`src/rtl/add15_arb_pkg.sv`:
```
// add15_arb_pkg: shared state encoding and datapath widths for the time-shared adder
package add15_arb_pkg;
  localparam int SLICE_W = 15;
  localparam int FULL_W = 30;
  typedef enum logic [1:0] {IDLE, LO, HI, DONE} state_t;
endpackage

```
`src/rtl/add15_arb_bk15.sv`:
```
// bk15: 15-bit parallel-prefix adder with carry-in and carry-out
module bk15
  import add15_arb_pkg::*;
(
  input  logic [SLICE_W-1:0] a,
  input  logic [SLICE_W-1:0] b,
  input  logic               cin,
  output logic [SLICE_W-1:0] sum,
  output logic               cout
);
  // carry-in folded into bit 0 generate, then log-depth prefix combine; descending i keeps reads on the previous level
  always_comb begin
    logic [SLICE_W-1:0] g;
    logic [SLICE_W-1:0] p;
    g = a & b;
    p = a ^ b;
    g[0] = g[0] | (p[0] & cin);
    for (int d = 1; d < SLICE_W; d = d * 2)
      for (int i = SLICE_W - 1; i >= d; i--) begin
        g[i] = g[i] | (p[i] & g[i-d]);
        p[i] = p[i] & p[i-d];
      end
    sum = (a ^ b) ^ {g[SLICE_W-2:0], cin};
    cout = g[SLICE_W-1];
  end
endmodule

```
`src/rtl/add15_arb.sv`:
```
// add15_arb: round-robin arbiter sharing one 15-bit adder between two requesters, 30-bit ops in two passes
module add15_arb
  import add15_arb_pkg::*;
#(
  parameter int PRIO_RESET = 0
) (
  input  logic              clk,
  input  logic              reset,
  input  logic [1:0]        req_valid,
  output logic [1:0]        req_ready,
  input  logic [FULL_W-1:0] req_a0,
  input  logic [FULL_W-1:0] req_b0,
  input  logic [FULL_W-1:0] req_a1,
  input  logic [FULL_W-1:0] req_b1,
  input  logic [1:0]        req_cin,
  input  logic [1:0]        req_wide,
  output logic              rsp_valid,
  input  logic              rsp_ready,
  output logic              rsp_id,
  output logic [FULL_W-1:0] rsp_sum,
  output logic              rsp_cout,
  output logic              busy
);
  state_t state, state_n;
  logic grant, xfer;
  logic [FULL_W-1:0] a_q, b_q, sum_q;
  logic cin_q, wide_q, id_q, last_q, carry_q;
  logic [SLICE_W-1:0] add_a, add_b, add_s;
  logic add_ci, add_co;

  bk15 u_add (.a(add_a), .b(add_b), .cin(add_ci), .sum(add_s), .cout(add_co));

  // grant, handshake, next state and adder operand slice selection
  always_comb begin
    grant = &req_valid ? ~last_q : req_valid[1];
    xfer = reset && state == IDLE && |req_valid;
    req_ready = xfer ? (grant ? 2'b10 : 2'b01) : 2'b00;
    state_n = state == IDLE ? (xfer ? LO : IDLE) :
              state == LO   ? (wide_q ? HI : DONE) :
              state == HI   ? DONE : (rsp_ready ? IDLE : DONE);
    add_a = state == HI ? a_q[FULL_W-1:SLICE_W] : a_q[SLICE_W-1:0];
    add_b = state == HI ? b_q[FULL_W-1:SLICE_W] : b_q[SLICE_W-1:0];
    add_ci = state == HI ? carry_q : cin_q;
  end

  // state register
  always_ff @(posedge clk or negedge reset)
    if (!reset) state <= IDLE;
    else state <= state_n;

  // capture on transfer, then accumulate low and high pass results
  always_ff @(posedge clk or negedge reset)
    if (!reset) begin
      a_q <= '0;
      b_q <= '0;
      sum_q <= '0;
      cin_q <= 1'b0;
      wide_q <= 1'b0;
      id_q <= 1'b0;
      carry_q <= 1'b0;
      last_q <= PRIO_RESET == 0;
    end else if (xfer) begin
      a_q <= grant ? req_a1 : req_a0;
      b_q <= grant ? req_b1 : req_b0;
      cin_q <= req_cin[grant];
      wide_q <= req_wide[grant];
      id_q <= grant;
      last_q <= grant;
      sum_q <= '0;
      carry_q <= 1'b0;
    end else if (state == LO) begin
      sum_q[SLICE_W-1:0] <= add_s;
      carry_q <= add_co;
    end else if (state == HI) begin
      sum_q[FULL_W-1:SLICE_W] <= add_s;
      carry_q <= add_co;
    end

  assign rsp_valid = state == DONE;
  assign busy = state != IDLE;
  assign rsp_id = id_q;
  assign rsp_sum = sum_q;
  assign rsp_cout = carry_q;
endmodule
```
`config.mk`:
```
export PLATFORM = sky130hd
export DESIGN_NAME = add15_arb
export DESIGN_NICKNAME = d
export VERILOG_FILES = /design/src/rtl/add15_arb_pkg.sv /design/src/rtl/add15_arb_bk15.sv /design/src/rtl/add15_arb.sv
export SDC_FILE = /design/constraint.sdc
export NUM_CORES = 1
export LEC_CHECK = 0
export ABC_CLOCK_PERIOD_IN_PS = 4800
export BUFFER_PORTS_ARGS = -buffer_cell sky130_fd_sc_hd__buf_2
export CELL_PAD_IN_SITES_DETAIL_PLACEMENT = 2
export CELL_PAD_IN_SITES_GLOBAL_PLACEMENT = 2
export CORE_MARGIN = 2
export CORE_UTILIZATION = 31
export CTS_CLUSTER_SIZE = 20
export DETAILED_ROUTE_END_ITERATION = 6
export GPL_ROUTABILITY_DRIVEN = 0
export GPL_TIMING_DRIVEN = 1
export PLACE_DENSITY_LB_ADDON = 0.05
export REMOVE_ABC_BUFFERS = 1
export SYNTH_ARGS = -nofsm -noshare
export SYNTH_HDL_FRONTEND = slang
export SYNTH_HIERARCHICAL = 1
export SYNTH_SLANG_ARGS = --single-unit
export TNS_END_PERCENT = 1
```
`constraint.sdc`:
```
create_clock -name clk -period 4.8 [get_ports clk]
set_input_delay 0.96 -clock clk [delete_from_list [all_inputs] [get_ports clk]]
set_output_delay 0.96 -clock clk [all_outputs]
set_load 0.02 [all_outputs]
```
**Yosys cells after proc, flatten, opt, wreduce, memory -nomap -nowiden**

Cells that the tools add are included.

- $lt $le $gt $ge: 1
- Equal/unequal tests: 4
- Muxes and demuxes: 25
- Bitwise logic cells: 127
- Reduce and logical (&&, ||, !) cells: 10

Operator list:

| cell | number |
|---|---|
| $mux W30 | 3 |
| $and A1 B1 Y1 | 77 |
| $mux W15 | 5 |
| $or A1 B1 Y1 | 46 |
| $xor A15 B15 Y15 | 2 |
| $and A15 B15 Y15 | 1 |
| $mux W2 | 6 |
| $mux W1 | 11 |
| $reduce_bool A2 Y1 | 3 |
| $eq A2 B2 Y1 const B | 2 |
| $reduce_and A2 Y1 | 2 |
| $reduce_bool A3 Y1 | 1 |
| $eq A2 B1 Y1 const B | 1 |
| $logic_and A1 B1 Y1 | 2 |
| $logic_not A2 Y1 | 1 |
| $lt A1 B2 Y1 const B | 1 |
| $ne A2 B2 Y1 const B | 1 |
| $reduce_or A2 Y1 | 1 |
| $not A1 Y1 | 1 |

- Flip-flop bits (word level): 97
- Input bits: 129
- Output and inout port bits: 36
- Word-level logic and storage cells: 177

**Longest topological paths before layout**

- Depth after elaboration: 15
- Depth in mapped cells: 14
- Mapped depth without buffers: 11

**Hierarchy**

The synthesis kept the hierarchy.

Modules (own cells, without submodules):

| module | times used | cells an instance | area each (sq um) | sequential area each (sq um) |
|---|---|---|---|---|
| add15_arb | 1 | 445 | 4664.5 | 2428.6 |
| bk15 | 1 | 87 | 711.9 | 0.0 |

**Worst setup path after synthesis**

OpenSTA, ideal clock, no wires.

- Path kind: register -> register
- Start point: reg state[1]
- End point: reg sum_q[29] (netlist: rsp_sum[29])
- Setup time: 0.121 ns
- Data arrival time: 3.504 ns
- Required time: 4.679 ns
- Slack: 1.175 ns
- Cell stages (with the launch flop): 14
- Buffers on the path: 3
- Period minus slack after synthesis: 3.625 ns
- Cells stage by stage: dfrtp_1 -> clkbuf_1 -> nor2b_1 -> buf_2 -> buf_2 -> mux2_2 -> fa_1 -> fa_1 -> a21o_1 -> a221oi_2 -> o221a_4 -> o21ai_2 -> xor2_1 -> a22o_1

- Word-level cells in the longest chain between the ends: 15
- Elaborated cells between the ends (all ways): 55
- Classes of those cells: eq/ne: 3; mux: 6; bitwise: 41; reduce/logical: 5

RTL lines:

| element | line | text |
|---|---|---|
| start, declared | add15_arb.sv:24 | `state_t state, state_n;` |
| start signal, assigned | add15_arb.sv:49 | `else state <= state_n;` |
| $eq A2 B2 Y1 (*) | add15_arb.sv:42 | `add_b = state == HI ? b_q[FULL_W-1:SLICE_W] : b_q[SLICE_W-1:0];` |
| $mux W15 (*) | add15_arb.sv:42 |  |
| via add_b[0] | add15_arb.sv:28 | `logic [SLICE_W-1:0] add_a, add_b, add_s;` |
| $xor A15 B15 Y15 | add15_arb_bk15.sv:16 | `p = a ^ b;` |
| $and A1 B1 Y1 | add15_arb_bk15.sv:17 | `g[0] = g[0] \| (p[0] & cin);` |
| $or A1 B1 Y1 (*) | add15_arb_bk15.sv:17 |  |
| $and A1 B1 Y1 (*) | add15_arb_bk15.sv:20 | `g[i] = g[i] \| (p[i] & g[i-d]);` |
| $or A1 B1 Y1 (*) | add15_arb_bk15.sv:20 |  |
| $and A1 B1 Y1 (*) | add15_arb_bk15.sv:20 |  |
| $or A1 B1 Y1 (*) | add15_arb_bk15.sv:20 |  |
| $and A1 B1 Y1 (*) | add15_arb_bk15.sv:20 |  |
| $or A1 B1 Y1 (*) | add15_arb_bk15.sv:20 |  |
| $xor A15 B15 Y15 (*) | add15_arb_bk15.sv:23 | `sum = (a ^ b) ^ {g[SLICE_W-2:0], cin};` |
| via add_s[14] | add15_arb.sv:28 |  |
| $mux W15 (*) | add15_arb.sv:74 | `end else if (state == HI) begin` |
| $mux W15 (*) | add15_arb.sv:71 | `end else if (state == LO) begin` |
| $mux W30 (*) | add15_arb.sv:62 | `end else if (xfer) begin` |
| end signal, assigned by index | add15_arb.sv:72 | `sum_q[SLICE_W-1:0] <= add_s;` |
| end signal, assigned by index | add15_arb.sv:75 | `sum_q[FULL_W-1:SLICE_W] <= add_s;` |
| end, declared | add15_arb.sv:26 | `logic [FULL_W-1:0] a_q, b_q, sum_q;` |

Mark *: on every way through the listed nets, which the timed path passes. The rest lies on a longest branch. The select of a mux whose other input is x is not followed.
A chain may end at the register's enable or synchronous reset.

**Worst setup path after layout**

- Start point: reg state[1]
- End point: reg sum_q[29] (netlist: rsp_sum[29])

- Word-level cells in the longest chain between the ends: 15
- Elaborated cells between the ends (all ways): 55
- Classes of those cells: eq/ne: 3; mux: 6; bitwise: 41; reduce/logical: 5

RTL lines:

| element | line | text |
|---|---|---|
| $eq A2 B2 Y1 (*) | add15_arb.sv:41 | `add_a = state == HI ? a_q[FULL_W-1:SLICE_W] : a_q[SLICE_W-1:0];` |
| $mux W15 (*) | add15_arb.sv:41 |  |
| via add_a[0] | add15_arb.sv:28 |  |
| $xor A15 B15 Y15 | add15_arb_bk15.sv:16 |  |
| $and A1 B1 Y1 | add15_arb_bk15.sv:17 |  |
| $or A1 B1 Y1 (*) | add15_arb_bk15.sv:17 |  |
| $and A1 B1 Y1 (*) | add15_arb_bk15.sv:20 |  |
| $or A1 B1 Y1 (*) | add15_arb_bk15.sv:20 |  |
| $and A1 B1 Y1 (*) | add15_arb_bk15.sv:20 |  |
| $or A1 B1 Y1 (*) | add15_arb_bk15.sv:20 |  |
| $and A1 B1 Y1 (*) | add15_arb_bk15.sv:20 |  |
| $or A1 B1 Y1 (*) | add15_arb_bk15.sv:20 |  |
| $xor A15 B15 Y15 (*) | add15_arb_bk15.sv:23 |  |
| via add_s[14] | add15_arb.sv:28 |  |
| $mux W15 (*) | add15_arb.sv:74 |  |
| $mux W15 (*) | add15_arb.sv:71 |  |
| $mux W30 (*) | add15_arb.sv:62 |  |

Marked as above.

==> impl_metrics.ini <==
[power_and_ir_drop]
clkPwrFrac = 0.155
p_leak_nw = 3.17
seqPwrFrac = 0.288
p_sw_frac = 0.426
finalPower_mw = 5.10
combPwrFrac = 0.557
p_per_area_nw_per_um2 = 766
internal_power_mw = 2.92
p_switching_mw = 2.17
ir_drop_mv = 0.266

[finish]
postLayoutCellArea_sq_um = 6650
drive_gt1_frac = 0.347
syn_to_final_growth_pct = 23.8
nets = 815
diodes = 0
final_common_cell = buf_2
final_cell_mix = buf_2 (163), dfrtp_1 (96), nand2_1 (94)

[worst_hold_path]
hp-start = rsp_id
whs_endpoint = rsp_id
holdCritPathClass = register to register
holdPathStages = 1

[sta]
fmax_mhz = 258
min_period_over_period = 0.808
slew_headroom = 0.136
whs_ps = 502
period_minus_slack_ps = 3880
setup_viol = 0
rsz0062_at_grt = false
tightest_slew_ps = 1290
slew_violations = 0
skew_ps = 8.60
hold_viol = 0

[place]
placed_area_sq_um = 6340
dpl.hpwl_mm = 12.5
port_buffers = 164

[logic_synthesis]
synth_xor_area_frac = 0.0195
synth_cell_type_count = 50
yosysTopAreaCell = dfrtp_1
synth_top_family_by_area = compound AO/OA/AOI/OAI gates
seq_area_frac_synth = 0.452
synth_edf_count = 0
ys.warnings.count = 6
synth-simple-area-share = 0.158
synthAdderAreaFrac = 0.0400
synth_top_area_frac = 0.447
synth-compound-area-share = 0.215
syn_area_per_cell_sq_um = 10.1
synthArstFlopShare = 1.00
synthMuxAreaShare = 0.0670
yosys-top-cells-area = dfrtp_1 (45%), a221o_1 (12%), mux2_2 (6.7%)
ys_seq_elements = 97
netlist_area_sq_um = 5380
synthCells = 532
ys.flop_type = dfrtp_1

[critical_path]
r2r_cells = 11
rr_endpoint = rsp_sum[29]
start_kind = register
r2r-start = state[1]
worstSetupPathType = register to register
crit_start = state[1]
rrSetupSlack_ps = 920
worstPathRequired_ps = 5040
setup.worst_path.end_class = register
arrival_ps = 4120
critPathMaxFanout = 21

[route]
vias_per_cell = 5.37
drc = 0
wl_per_cell_microns = 19.6
vias = 4831
antenna_left = 0
totalWireLength_mm = 17.7
initialDrtViolationCount = 239
firstDrtPassIters = 4

[die]
core-area_sq_um = 17100
row_count = 48
num_io_pins = 165
die_h_microns = 136
start_util = 0.314
dieArea_sq_um = 18400
chipWidth_microns = 136

[clocking]
cts_hold_buf = 0
h-tree-depth = 3
clk_pin_slew_worst_paths_ps = 70
cts.sinks = 97
cts_buffers = 9
cts_setup_buffers = 0
cts_repair_resize_count = 0
clock_path_buffers = 2
insertion_delay_ps = 360
clk_root_buffer_cell = clkbuf_16
cts_tree = done

[global_route]
grt_max_degree = 63
grt_antenna_before_repair = 0
grt.total_usage = 0.202
grt_pass1_wl_mm = 29.2
grt_pass1_vias = 5420
overflow = 0

[flow_run]
maxCapViolations = 0

[status]
status = finished clean
routing by layer:
metal / global-route usage / share of wire / wire length (microns) / up-vias
met5: 0 / 0 / 0 / -
met4: 0.0683 / 0.018 / 311 / 0
met3: 0.0325 / 0.042 / 750 / 22
met2: 0.338 / 0.49 / 8700 / 117
met1: 0.266 / 0.45 / 7920 / 2428
li1: - / - / - / 2264
worst max-delay path by stage:
stage                       end  slack [ps]  cells after the start
finish              rsp_sum[29]         920                     11
detailed placement  rsp_sum[29]         960                     11
global route           rsp_cout         710                     11
global placement    rsp_sum[29]        1140                     11
floorplan           rsp_sum[29]        -230                     10
CTS                 rsp_sum[29]         940                     11
synth_stat cells (all sizes together), types with 2 or more instances:
| cell type | number |
|---|---|
| dfrtp | 96 |
| nand2 | 95 |
| a221o | 63 |
| nor3 | 61 |
| mux2 | 32 |
| clkbuf | 31 |
| o21ai | 20 |
| buf | 16 |
| a22o | 15 |
| ha | 14 |
| a21oi | 13 |
| a21o | 6 |
| inv | 6 |
| xnor2 | 6 |
| xor2 | 6 |
| and3 | 5 |
| o21a | 5 |
| a211oi | 4 |
| nand3 | 4 |
| nor2 | 4 |
| nor2b | 4 |
| o21bai | 3 |
| and2 | 2 |
| fa | 2 |
| or3b | 2 |
per-stage QoR:
stage	TNS (ps)	worst slack, ps	util	std cells
2_1_floorplan	-1230	-227	-	485
3_3_place_gp	0	1140	0.370	884
3_5_place_dp	0	956	0.370	884
4_1_cts	0	935	0.389	900
5_1_grt	0	705	0.389	900
6_report	0	921	0.389	900
registers in the layout, indices dropped and copies added, names as in the netlist:
name      flops
state         2
a_q          30
rsp_id        1
rsp_sum      30
last_q        1
b_q          30
rsp_cout      1
cin_q         1
wide_q        1
kinds of logic (layout without fill, tap and decap cells):
kind of cell / Yosys count / after routing
flops: 97 / 97
buf+inv: 53 / 196
xor+xnor: 12 / 12
simple gates: 186 / 186
mux: 32 / 32
fa+ha+maj: 16 / 16
compound gates: 136 / 136
power by group through the flow:
stage | Combinational (mW) | Clock (mW) | Sequential, mW
after global placement | 2.74 | 0 | 1.48
after global routing | 3.15 | 0.841 | 1.52
after CTS | 2.87 | 0.808 | 1.47
after floorplan | 1.88 | 0 | 1.51
after detailed placement | 2.84 | 0 | 1.48
final | 2.84 | 0.789 | 1.47
worst max-delay path, cell delays in order (launching register included):
cell and delay, ps:
dfrtp_1 540, nor2b_4 220, buf_4 280, mux2_2 400, fa_1 500, fa_1 440
a21o_1 220, a221oi_2 440, o221a_4 290, o21ai_2 60, xor2_1 160, a22o_1 210
area by class of cell:
cell class,instances,area (sq um)
well taps,225,282
clock inverters,3,65.1
clock buffers,13,250
repair buffers,174,898
inverters,6,22.5
fillers,1912,10500
multi-input cells,382,2710
flip-flops and latches,97,2430
(Power assumes the default switching activity.)
